==> config.mk <==
export PLATFORM = sky130hd
export DESIGN_NAME = scheduler_bitlet_stream
export DESIGN_NICKNAME = d
export VERILOG_FILES = /design/src/rtl/scheduler_bitlet_stream_pkg.sv /design/src/rtl/scheduler_bitlet_stream_picker.sv /design/src/rtl/scheduler_bitlet_stream.sv
export SDC_FILE = /design/constraint.sdc
export NUM_CORES = 2
export LEC_CHECK = 0
export CAP_MARGIN = 20
export CORE_UTILIZATION = 35
export CTS_CLUSTER_SIZE = 16
export DETAILED_ROUTE_END_ITERATION = 10
export PLACE_DENSITY = 0.61
export REMOVE_ABC_BUFFERS = 1
export SYNTH_ARGS = -nofsm -noshare
export SYNTH_HDL_FRONTEND = slang
export SYNTH_SLANG_ARGS = --single-unit
==> constraint.sdc <==
create_clock -name clk_i -period 7.9 [get_ports clk_i]
set_input_delay 1.185 -clock clk_i [delete_from_list [all_inputs] [get_ports clk_i]]
set_output_delay 1.185 -clock clk_i [all_outputs]
set_load 0.02 [all_outputs]
==> src/rtl/scheduler_bitlet_stream_pkg.sv <==
// Shared types and width helpers for the bitlet stream scheduler.
package scheduler_pkg;

    typedef enum logic {
        IDLE = 1'b0,
        RUN  = 1'b1
    } state_e;

    // Widest index a row picker can report; sized well above any practical VEC_LENGTH.
    localparam int PICK_SEL_MAX = 16;

    typedef struct packed {
        logic [PICK_SEL_MAX-1:0] sel;
        logic                    val;
    } pick_t;

    function automatic int idx_width(input int n);
        return (n > 1) ? $clog2(n) : 1;
    endfunction

    function automatic int cnt_width(input int n);
        return idx_width(n) + 1;
    endfunction

endpackage

==> src/rtl/scheduler_bitlet_stream_picker.sv <==
// Per-row bitlet picker: lowest set bit index plus the row with that bit cleared.
// With SCHED_DUAL_PICK_EN the highest remaining bit is also picked and cleared.
module bitlet_row_picker
    import scheduler_pkg::*;
#(
    parameter int VEC_LENGTH = 32,
    parameter int SEL_WIDTH  = idx_width(VEC_LENGTH)
) (
    input  logic [VEC_LENGTH-1:0] row_i,
    output logic [SEL_WIDTH-1:0]  lo_sel_o,
    output logic                  lo_val_o,
`ifdef SCHED_DUAL_PICK_EN
    output logic [SEL_WIDTH-1:0]  hi_sel_o,
    output logic                  hi_val_o,
`endif
    output logic [VEC_LENGTH-1:0] cleared_o
);

    pick_t                 lo;
    logic [VEC_LENGTH-1:0] lo_mask;
    logic [VEC_LENGTH-1:0] rest;

    always_comb begin
        lo = '0;
        for (int i = VEC_LENGTH - 1; i >= 0; i--) begin
            if (row_i[i]) lo.sel = PICK_SEL_MAX'(i);
        end
        lo.val = |row_i;
    end

    // Two's-complement trick isolates the lowest set bit without a decoder.
    assign lo_mask  = row_i & (~row_i + VEC_LENGTH'(1));
    assign rest     = row_i & ~lo_mask;
    assign lo_sel_o = lo.sel[SEL_WIDTH-1:0];
    assign lo_val_o = lo.val;

`ifdef SCHED_DUAL_PICK_EN
    pick_t                 hi;
    logic [VEC_LENGTH-1:0] hi_mask;

    always_comb begin
        hi = '0;
        for (int i = 0; i < VEC_LENGTH; i++) begin
            if (rest[i]) hi.sel = PICK_SEL_MAX'(i);
        end
        hi.val = |rest;
    end

    assign hi_mask   = hi.val ? (VEC_LENGTH'(1) << hi.sel) : '0;
    assign cleared_o = rest & ~hi_mask;
    assign hi_sel_o  = hi.sel[SEL_WIDTH-1:0];
    assign hi_val_o  = hi.val;

    logic unused_sel;
    assign unused_sel = ^{lo.sel[PICK_SEL_MAX-1:SEL_WIDTH], hi.sel[PICK_SEL_MAX-1:SEL_WIDTH]};
`else
    assign cleared_o = rest;

    logic unused_sel;
    assign unused_sel = ^lo.sel[PICK_SEL_MAX-1:SEL_WIDTH];
`endif

endmodule

==> src/rtl/scheduler_bitlet_stream.sv <==
// Double-buffered bitlet scheduler streaming per-row set-bit indices to the bit-serial PE.
// Define SCHED_DUAL_PICK_EN to also emit the highest remaining bit per row each beat.
module scheduler_bitlet_stream
    import scheduler_pkg::*;
#(
    parameter int DATA_WIDTH = 8,
    parameter int VEC_LENGTH = 32,
    parameter int SEL_WIDTH  = idx_width(VEC_LENGTH),
    parameter int CNT_WIDTH  = cnt_width(VEC_LENGTH)
) (
    input  logic                             clk_i,
    input  logic                             reset_i,
    input  logic                             w_valid_i,
    output logic                             w_ready_o,
    input  logic [DATA_WIDTH*VEC_LENGTH-1:0] weight_i,
    input  logic                             out_ready_i,
    output logic                             out_valid_o,
    output logic [DATA_WIDTH*SEL_WIDTH-1:0]  act_sel_o,
    output logic [DATA_WIDTH-1:0]            act_val_o,
`ifdef SCHED_DUAL_PICK_EN
    output logic [DATA_WIDTH*SEL_WIDTH-1:0]  act_sel_hi_o,
    output logic [DATA_WIDTH-1:0]            act_val_hi_o,
`endif
    output logic                             out_last_o,
    output logic                             busy_o,
    output logic [CNT_WIDTH-1:0]             beat_cnt_o
);

    logic [DATA_WIDTH-1:0][VEC_LENGTH-1:0] weight_rows, shadow_q, active_q, cleared;
    logic [DATA_WIDTH-1:0][SEL_WIDTH-1:0]  pick_sel, act_sel_q;
    logic [DATA_WIDTH-1:0]                 pick_val, act_val_q;
    state_e                                state_q;
    logic                                  shadow_full_q, shadow_full_d, w_ready_q;
    logic                                  out_valid_q, out_last_q;
    logic [CNT_WIDTH-1:0]                  beat_cnt_q, run_cnt_q, cnt_inc;
    logic                                  adv, issue, set_done, swap, load;

`ifdef SCHED_DUAL_PICK_EN
    logic [DATA_WIDTH-1:0][SEL_WIDTH-1:0]  pick_sel_hi, act_sel_hi_q;
    logic [DATA_WIDTH-1:0]                 pick_val_hi, act_val_hi_q;
`endif

    assign weight_rows = weight_i;

    for (genvar g = 0; g < DATA_WIDTH; g++) begin : g_row
        bitlet_row_picker #(
            .VEC_LENGTH (VEC_LENGTH),
            .SEL_WIDTH  (SEL_WIDTH)
        ) u_pick (
            .row_i     (active_q[g]),
            .lo_sel_o  (pick_sel[g]),
            .lo_val_o  (pick_val[g]),
`ifdef SCHED_DUAL_PICK_EN
            .hi_sel_o  (pick_sel_hi[g]),
            .hi_val_o  (pick_val_hi[g]),
`endif
            .cleared_o (cleared[g])
        );
    end

    assign adv      = !out_valid_q || out_ready_i;
    assign issue    = (state_q == RUN) && adv;
    assign set_done = ~|cleared;
    assign cnt_inc  = (&run_cnt_q) ? run_cnt_q : run_cnt_q + CNT_WIDTH'(1);
    assign load     = w_valid_i && w_ready_q;
    // A swap only happens with a full shadow, when w_ready is already low, so it never races a load.
    assign swap          = shadow_full_q && ((state_q == IDLE) || (issue && set_done));
    assign shadow_full_d = load || (shadow_full_q && !swap);

    always_ff @(posedge clk_i) begin
        if (reset_i) begin
            state_q       <= IDLE;
            shadow_q      <= '0;
            active_q      <= '0;
            shadow_full_q <= 1'b0;
            w_ready_q     <= 1'b0;
            out_valid_q   <= 1'b0;
            out_last_q    <= 1'b0;
            act_sel_q     <= '0;
            act_val_q     <= '0;
            beat_cnt_q    <= '0;
            run_cnt_q     <= '0;
`ifdef SCHED_DUAL_PICK_EN
            act_sel_hi_q  <= '0;
            act_val_hi_q  <= '0;
`endif
        end else begin
            if (load) shadow_q <= weight_rows;
            shadow_full_q <= shadow_full_d;
            w_ready_q     <= !shadow_full_d;
            case (state_q)
                IDLE: begin
                    if (adv) begin
                        out_valid_q <= 1'b0;
                        out_last_q  <= 1'b0;
                    end
                    if (shadow_full_q) begin
                        active_q <= shadow_q;
                        state_q  <= RUN;
                    end
                end
                RUN: begin
                    if (adv) begin
                        act_sel_q   <= pick_sel;
                        act_val_q   <= pick_val;
`ifdef SCHED_DUAL_PICK_EN
                        act_sel_hi_q <= pick_sel_hi;
                        act_val_hi_q <= pick_val_hi;
`endif
                        out_valid_q <= 1'b1;
                        out_last_q  <= set_done;
                        active_q    <= cleared;
                        if (set_done) begin
                            beat_cnt_q <= cnt_inc;
                            run_cnt_q  <= '0;
                            if (shadow_full_q) active_q <= shadow_q;
                            else               state_q  <= IDLE;
                        end else begin
                            run_cnt_q <= cnt_inc;
                        end
                    end
                end
                default: state_q <= IDLE;
            endcase
        end
    end

    assign w_ready_o   = w_ready_q;
    assign out_valid_o = out_valid_q;
    assign act_sel_o   = act_sel_q;
    assign act_val_o   = act_val_q;
    assign out_last_o  = out_last_q;
    assign beat_cnt_o  = beat_cnt_q;
    assign busy_o      = (state_q == RUN) || shadow_full_q;
`ifdef SCHED_DUAL_PICK_EN
    assign act_sel_hi_o = act_sel_hi_q;
    assign act_val_hi_o = act_val_hi_q;
`endif

endmodule

# Word level (Yosys, flattened, before mapping)
# Cells that the tools add are included.
[word_totals] register_bits=577 input_bits=260 out_inout_bits=58 wordCells=377
[classes] addsub=9 eq_ne=3 mux=272 bitwise=34 n_reduce_logical=27
[ops] op="two-way mux 5 bit" count=256
[ops] op="two-way mux 256 bit" count=4
[ops] op="bitwise AND 32 bit" count=16
[ops] op="inverter 32 bit" count=16
[ops] op="one-hot mux 256 bit (2 select lines)" count=1
[ops] op="adder 32 x 1 -> 32 bit, second input constant" count=8
[ops] op="OR reduction 256 bit" count=1
[ops] op="OR reduction 32 bit" count=8
[ops] op="two-way mux 6 bit" count=2
[ops] op="adder 6 x 1 -> 6 bit, second input constant" count=1
[ops] op="two-way mux 1 bit" count=6
[ops] op="one-hot mux 1 bit (2 select lines)" count=3
[ops] op="AND reduction 2 bit" count=3
[ops] op="AND reduction 6 bit" count=1
[ops] op="logical AND 1 bit" count=5
[ops] op="zero test 1 bit" count=4
[ops] op="logical OR 1 bit" count=4
[ops] op="inequality test 2 bit, second input constant" count=2
[ops] op="AND reduction 3 bit" count=1
[ops] op="inequality test 2 x 1 -> 1 bit, second input constant" count=1
[ops] op="inverter 1 bit" count=2

# Logic depth before layout (Yosys ltp)
[logic_depth] word_depth=32 ltp_mapped=15 mapped_depth_nobuf=9

# Cells and area by module
# A second synthesis with hierarchy kept.
[unflattened] cells_unflattened=3865 area_unflattened_um2=30346.6
[modules_own_cells] mod="scheduler_bitlet_stream" n_inst=1 cells_each=3001 area_each_um2=24581.1 seq_area_each_um2=11551.1
[modules_own_cells] mod="bitlet_row_picker" n_inst=8 cells_each=108 area_each_um2=720.7 seq_area_each_um2=0.0

# Least setup slack after synthesis
# OpenSTA, ideal clock, no wires.
[synth_path] path_type="flip-flop to flip-flop" start="reg active_q[160] (netlist bit)" end="reg active_q[130] (netlist bit)" setup_time_ps=95 t_arrival_ps=3624 required_time_ps=7805 setup_slack_ps=4180 stages_incl_launch_ff=13 n_path_buf=4 period_less_slack_ps=3720 cell_sequence="dfxtp_1 buf_2 or4_1 clkbuf_1 or4_4 or3_1 a22oi_1 or4b_4 nor4_4 nand4_4 buf_6 buf_2 o311ai_1"
[synth_between] elab_chain_len=9
[synth_lines] element="start: declaration" line_no="scheduler_bitlet_stream.sv:29" rtl="logic [DATA_WIDTH-1:0][VEC_LENGTH-1:0] weight_rows, shadow_q, active_q, cleared;"
[synth_lines] element="start signal: assignment" line_no="scheduler_bitlet_stream.sv:98" rtl="active_q <= shadow_q;"
[synth_lines] element="start signal: assignment" line_no="scheduler_bitlet_stream.sv:112" rtl="active_q <= cleared;"
[synth_lines] element="start signal: assignment" line_no="scheduler_bitlet_stream.sv:116" rtl="if (shadow_full_q) active_q <= shadow_q;"
[synth_lines] element="inverter 32 bit" line_no="scheduler_bitlet_stream_picker.sv:32" rtl="assign lo_mask = row_i & (~row_i + VEC_LENGTH'(1));"
[synth_lines] element="adder 32 x 1 -> 32 bit" line_no="scheduler_bitlet_stream_picker.sv:32"
[synth_lines] element="bitwise AND 32 bit" line_no="scheduler_bitlet_stream_picker.sv:32"
[synth_lines] element="inverter 32 bit" line_no="scheduler_bitlet_stream_picker.sv:33" rtl="assign rest = row_i & ~lo_mask;"
[synth_lines] element="bitwise AND 32 bit (*)" line_no="scheduler_bitlet_stream_picker.sv:33"
[synth_lines] element="OR reduction 256 bit (*)" line_no="scheduler_bitlet_stream.sv:63" rtl="assign set_done = ~|cleared;"
[synth_lines] element="two-way mux 256 bit (*)" line_no="scheduler_bitlet_stream.sv:113" rtl="if (set_done) begin"
[synth_lines] element="two-way mux 256 bit (*)" line_no="scheduler_bitlet_stream.sv:103" rtl="if (adv) begin"
[synth_lines] element="one-hot mux 256 bit (2 select lines) (*)" line_no="scheduler_bitlet_stream.sv:91" rtl="case (state_q)"
# Every way passes the cells marked *; elsewhere a longest branch is shown, timed or not. The select of a mux whose other input is x is not followed.
# A chain may end at the register's enable or synchronous reset.

# Final worst setup path
[layout_path] start="reg active_q[0] (netlist bit)" end="reg active_q[59] (netlist bit)"
# The elaborated chain is that of the path after synthesis.

==> metrics.md <==
| Metric | Value |
|---|---|
| Slew headroom | 0.234 |
| Post-CTS Hold Buffers | 0 |
| Asr flop ratio synth | 0 |
| Clock Latency Late Sink | between 0.6 and 0.7 ns |
| Clk buf depth | 3 |
| Seq/Total Area, Yosys | 0.384 |
| Reg clk slew, reported paths | ~0.060 ns |
| FF-to-FF End | active_q[59]$_SDFFE_PP0P_ |
| Tmin final | roughly 6.1 ns |
| Postcts setup bufs | 0 |
| P per Cell Area | 231 nW/um2 |
| Layout area overhead | 19.7% |
| Vias per inst | 6.26 |
| Cells after Synth | 4,064 |
| Tightest Pin Transition | 1.13 ns |
| First-pass GRT wire length | around 200,000 um |
| Row cnt | 107 |
| Synth area leader | dfxtp_1 |
| GP Congestion | 0.987 |
| Top-area cell type share of the netlist area | 0.384 |
| Final count of pins violating max slew | 0 |
| Vias in the first global route | 30,100 |
| DPL Wire Length | 91,700 um |
| Logic pwr share | 0.214 |
| Reg-to-Reg Start | active_q[0]$_SDFFE_PP0P_ |
| Pre-CTS WS | approximately 2.0 ns |
| Max Freq | 164 MHz |
| Die Ht | 295 um |
| Gr usage total | 0.294 |
| Hold Path Origin | act_sel_o[32]$_SDFFE_PP0P_ |
| Sw frac | 0.333 |
| Yosys reg bits | between 500 and 600 |
| Top fanout value on the critical path | 53 |
| Io pins | 318 |
| CP Launch Type | flip-flop |
| Die Wd | approximately 300 um |
| Resized cells post-CTS | 0 |
| Initial core utilization | 0.354 |
| End of the worst hold path | act_sel_o[32]$_SDFFE_PP0P_ |
| Crit end category | flip-flop |
| Reg2Reg Setup Slack | 1.79 ns |
| Syn_area_per_cell | 7.41 um2 |
| Final net count | around 4,400 |
| Arrival time at the worst endpoint | 6.67 ns |
| Starting DRT DRC Count | ~3,700 |
| Count of warnings emitted by yosys | 0 |
| Final hold viol count | 0 |
| Final setup margin | 1.79 ns |
| Global route overflow | 0 |
| Share of layout cells above drive strength 1 | 0.0508 |
| Largest net degree at the start of global routing | about 130 |
| Total CTS buffers | 67 |
| Vias | 33,200 |
| Port Buf Inserts | around 320 |
| Mapped Area | 30,100 um2 |
| Sequential Power Share | 0.383 |
| Leak | about 12 nW |
| Psw | 2.78 mW |
| Max Clock Skew | ~0.016 ns |
| WP data required | 8.45 ns |
| H-tree levels | 3 |
| Worst vdd ir | 156 uV |
| Largest cells by area after synthesis | dfxtp_1, nand2_1, a21oi_1 |
| Worst hold path depth | 2 |
| MaxCap Viol Count | 0 |
| Wire per inst | 25.1 um |
| Hold WC Path Type | flip-flop to flip-flop |
| Netlist cell types | 81 |
| Number of synthesized flops with an enable pin | 0 |
| Status | completed |
| DR pass1 iterations | 7 |
| Total Power | 8.34 mW |
| Initial antenna violation count | 4 |
| CTS tree | built |
| Clock power share | 0.403 |
| Internal power | 5.56 mW |
| Total wire length | 133,000 um |
| Hold slack | 0.458 ns |
| R2R cell count | 10 |
| Routed Antenna Nets | 0 |
| Final-report setup violation count | 0 |
| WS Path Type | flip-flop to flip-flop |
| Clk sink count | about 580 |
| Final Cycle Share | 0.774 |
| CTS Root Cell | clkbuf_16 |
| Core Box Area | about 85,000 um2 |
| Unrepaired setup endpoints after global routing | false |
| Drc violations | 0 |
| Fillcell total | 8,797 |
| Die Area | around 87,000 um2 |
| Synth Flop Type | dfxtp_1 |
worst max path at each step:
stage | startpoint | endpoint | slack [ns]
finish | active_q[0]$_SDFFE_PP0P_ | active_q[59]$_SDFFE_PP0P_ | 1.79
global route | active_q[0]$_SDFFE_PP0P_ | active_q[179]$_SDFFE_PP0P_ | 1.57
CTS | active_q[0]$_SDFFE_PP0P_ | active_q[179]$_SDFFE_PP0P_ | 2.02
detailed placement | active_q[104]$_SDFFE_PP0P_ | active_q[219]$_SDFFE_PP0P_ | 2.04
global placement | active_q[104]$_SDFFE_PP0P_ | active_q[219]$_SDFFE_PP0P_ | 1.98
floorplan | shadow_full_q$_SDFF_PP0_ | active_q[119]$_SDFFE_PP0P_ | -1.48
through the flow:
step	utilization	cell area [um2]	setup TNS, ns	instances
after detailed placement	0.395	33700	0	5178
after floorplan	-	28600	-221.19	3668
after CTS	0.423	36000	0	5296
final	0.423	36000	0	5301
after global placement	0.395	33700	0	5178
after global routing	0.423	36000	0	5299
cells by family (layout without fill, tap and decap cells):
family / Yosys count / after routing / synth area share
mux: 2 / 2 / 0.000707
simple gates: 1579 / 1579 / 0.234
fa+ha+maj: 2 / 2 / 0.000748
buf+inv: 464 / 555 / 0.0598
flops: 577 / 577 / 0.384
other cells: 0 / 2 / 0
xor+xnor: 2 / 2 / 0.000582
compound gates: 1438 / 1438 / 0.320
routing by layer:
metal	GRT usage	up-vias	share of wire
li1	-	15200	-
met1	0.403	16000	0.43
met2	0.460	1713	0.44
met3	0.0480	278	0.088
met4	0.111	2	0.041
met5	0	-	0.000098
critical path: stages (launching register included):
cell       delay (ns)
dfxtp_1          0.40
nor4_1           0.80
nand4_1          0.90
o31ai_1          0.59
o2111ai_1        0.17
a2111oi_0        0.64
and4_1           0.41
nand4_4          0.75
a21oi_4          0.38
buf_4            0.71
a22o_1           0.25
power by group through the flow:
stage               combinational, mW  sequential [mW]  clock (mW)
floorplan                       0.915             3.20           0
global placement                 1.74             3.25           0
detailed placement               1.74             3.25           0
CTS                              1.74             3.19        3.40
global route                     1.88             3.20        3.51
finish                           1.78             3.20        3.37
synth_stat cells (6+ instances only):
cell type	count
o211ai_1	17
o311ai_1	20
nand2b_1	16
nor4_1	76
buf_1	27
a22o_1	20
o2111ai_1	16
o31ai_1	73
o311a_1	6
nor2b_1	14
a22oi_1	15
nand4_1	29
o221ai_1	101
o32ai_1	9
nor3b_1	12
inv_1	68
a31oi_1	142
or4_1	42
or3_1	42
a21o_1	7
dfxtp_1	577
o22ai_1	16
a211oi_1	34
a32o_1	36
o41a_1	6
clkbuf_1	347
nor2_1	264
nand3_1	150
o31a_1	35
nand2_1	818
o41ai_1	33
nor3_1	55
a32oi_1	59
o21bai_1	24
and3_1	20
o311ai_0	60
a21oi_1	404
or2_2	20
o21a_1	20
o21ai_0	241
buf_2	12
o2bb2ai_1	7
flip-flops by register name, summed over array words and instances (netlist names), 6 cells and up:
register,flops
shadow_q,256
active_q,256
act_sel_o,40
run_cnt_q,6
beat_cnt_o,6
act_val_o,8
cell usage in the layout (no fill, tap or decap), types with 17 or more instances in the layout:
cell / n
a211oi_1: 34
a21oi_1: 404
a22o_1: 20
a31oi_1: 142
a32o_1: 36
a32oi_1: 59
and3_1: 20
buf_4: 46
clkbuf_16: 73
clkdlybuf4s50_1: 316
dfxtp_1: 575
inv_1: 66
nand2_1: 815
nand3_1: 150
nand4_1: 29
nor2_1: 261
nor3_1: 55
nor4_1: 75
o211ai_1: 17
o21a_1: 20
o21ai_0: 241
o21bai_1: 24
o221ai_1: 101
o311ai_0: 60
o311ai_1: 20
o31a_1: 35
o31ai_1: 73
o41ai_1: 33
or2_2: 20
or3_1: 42
or4_1: 42
cell type report:
class                      count  area (um2)  area share
clock buffer                  91        1980      0.0551
multi-input combinational   3023       16800       0.467
sequential                   577       11600       0.321
tap                         1144        1430      0.0397
inverter                      68         268     0.00743
antenna                        2        5.00    0.000139
timing repair buffer         369        3620       0.100
clock inverter                27         363      0.0101
No activity file was read; power rests on OpenSTA's default activity.
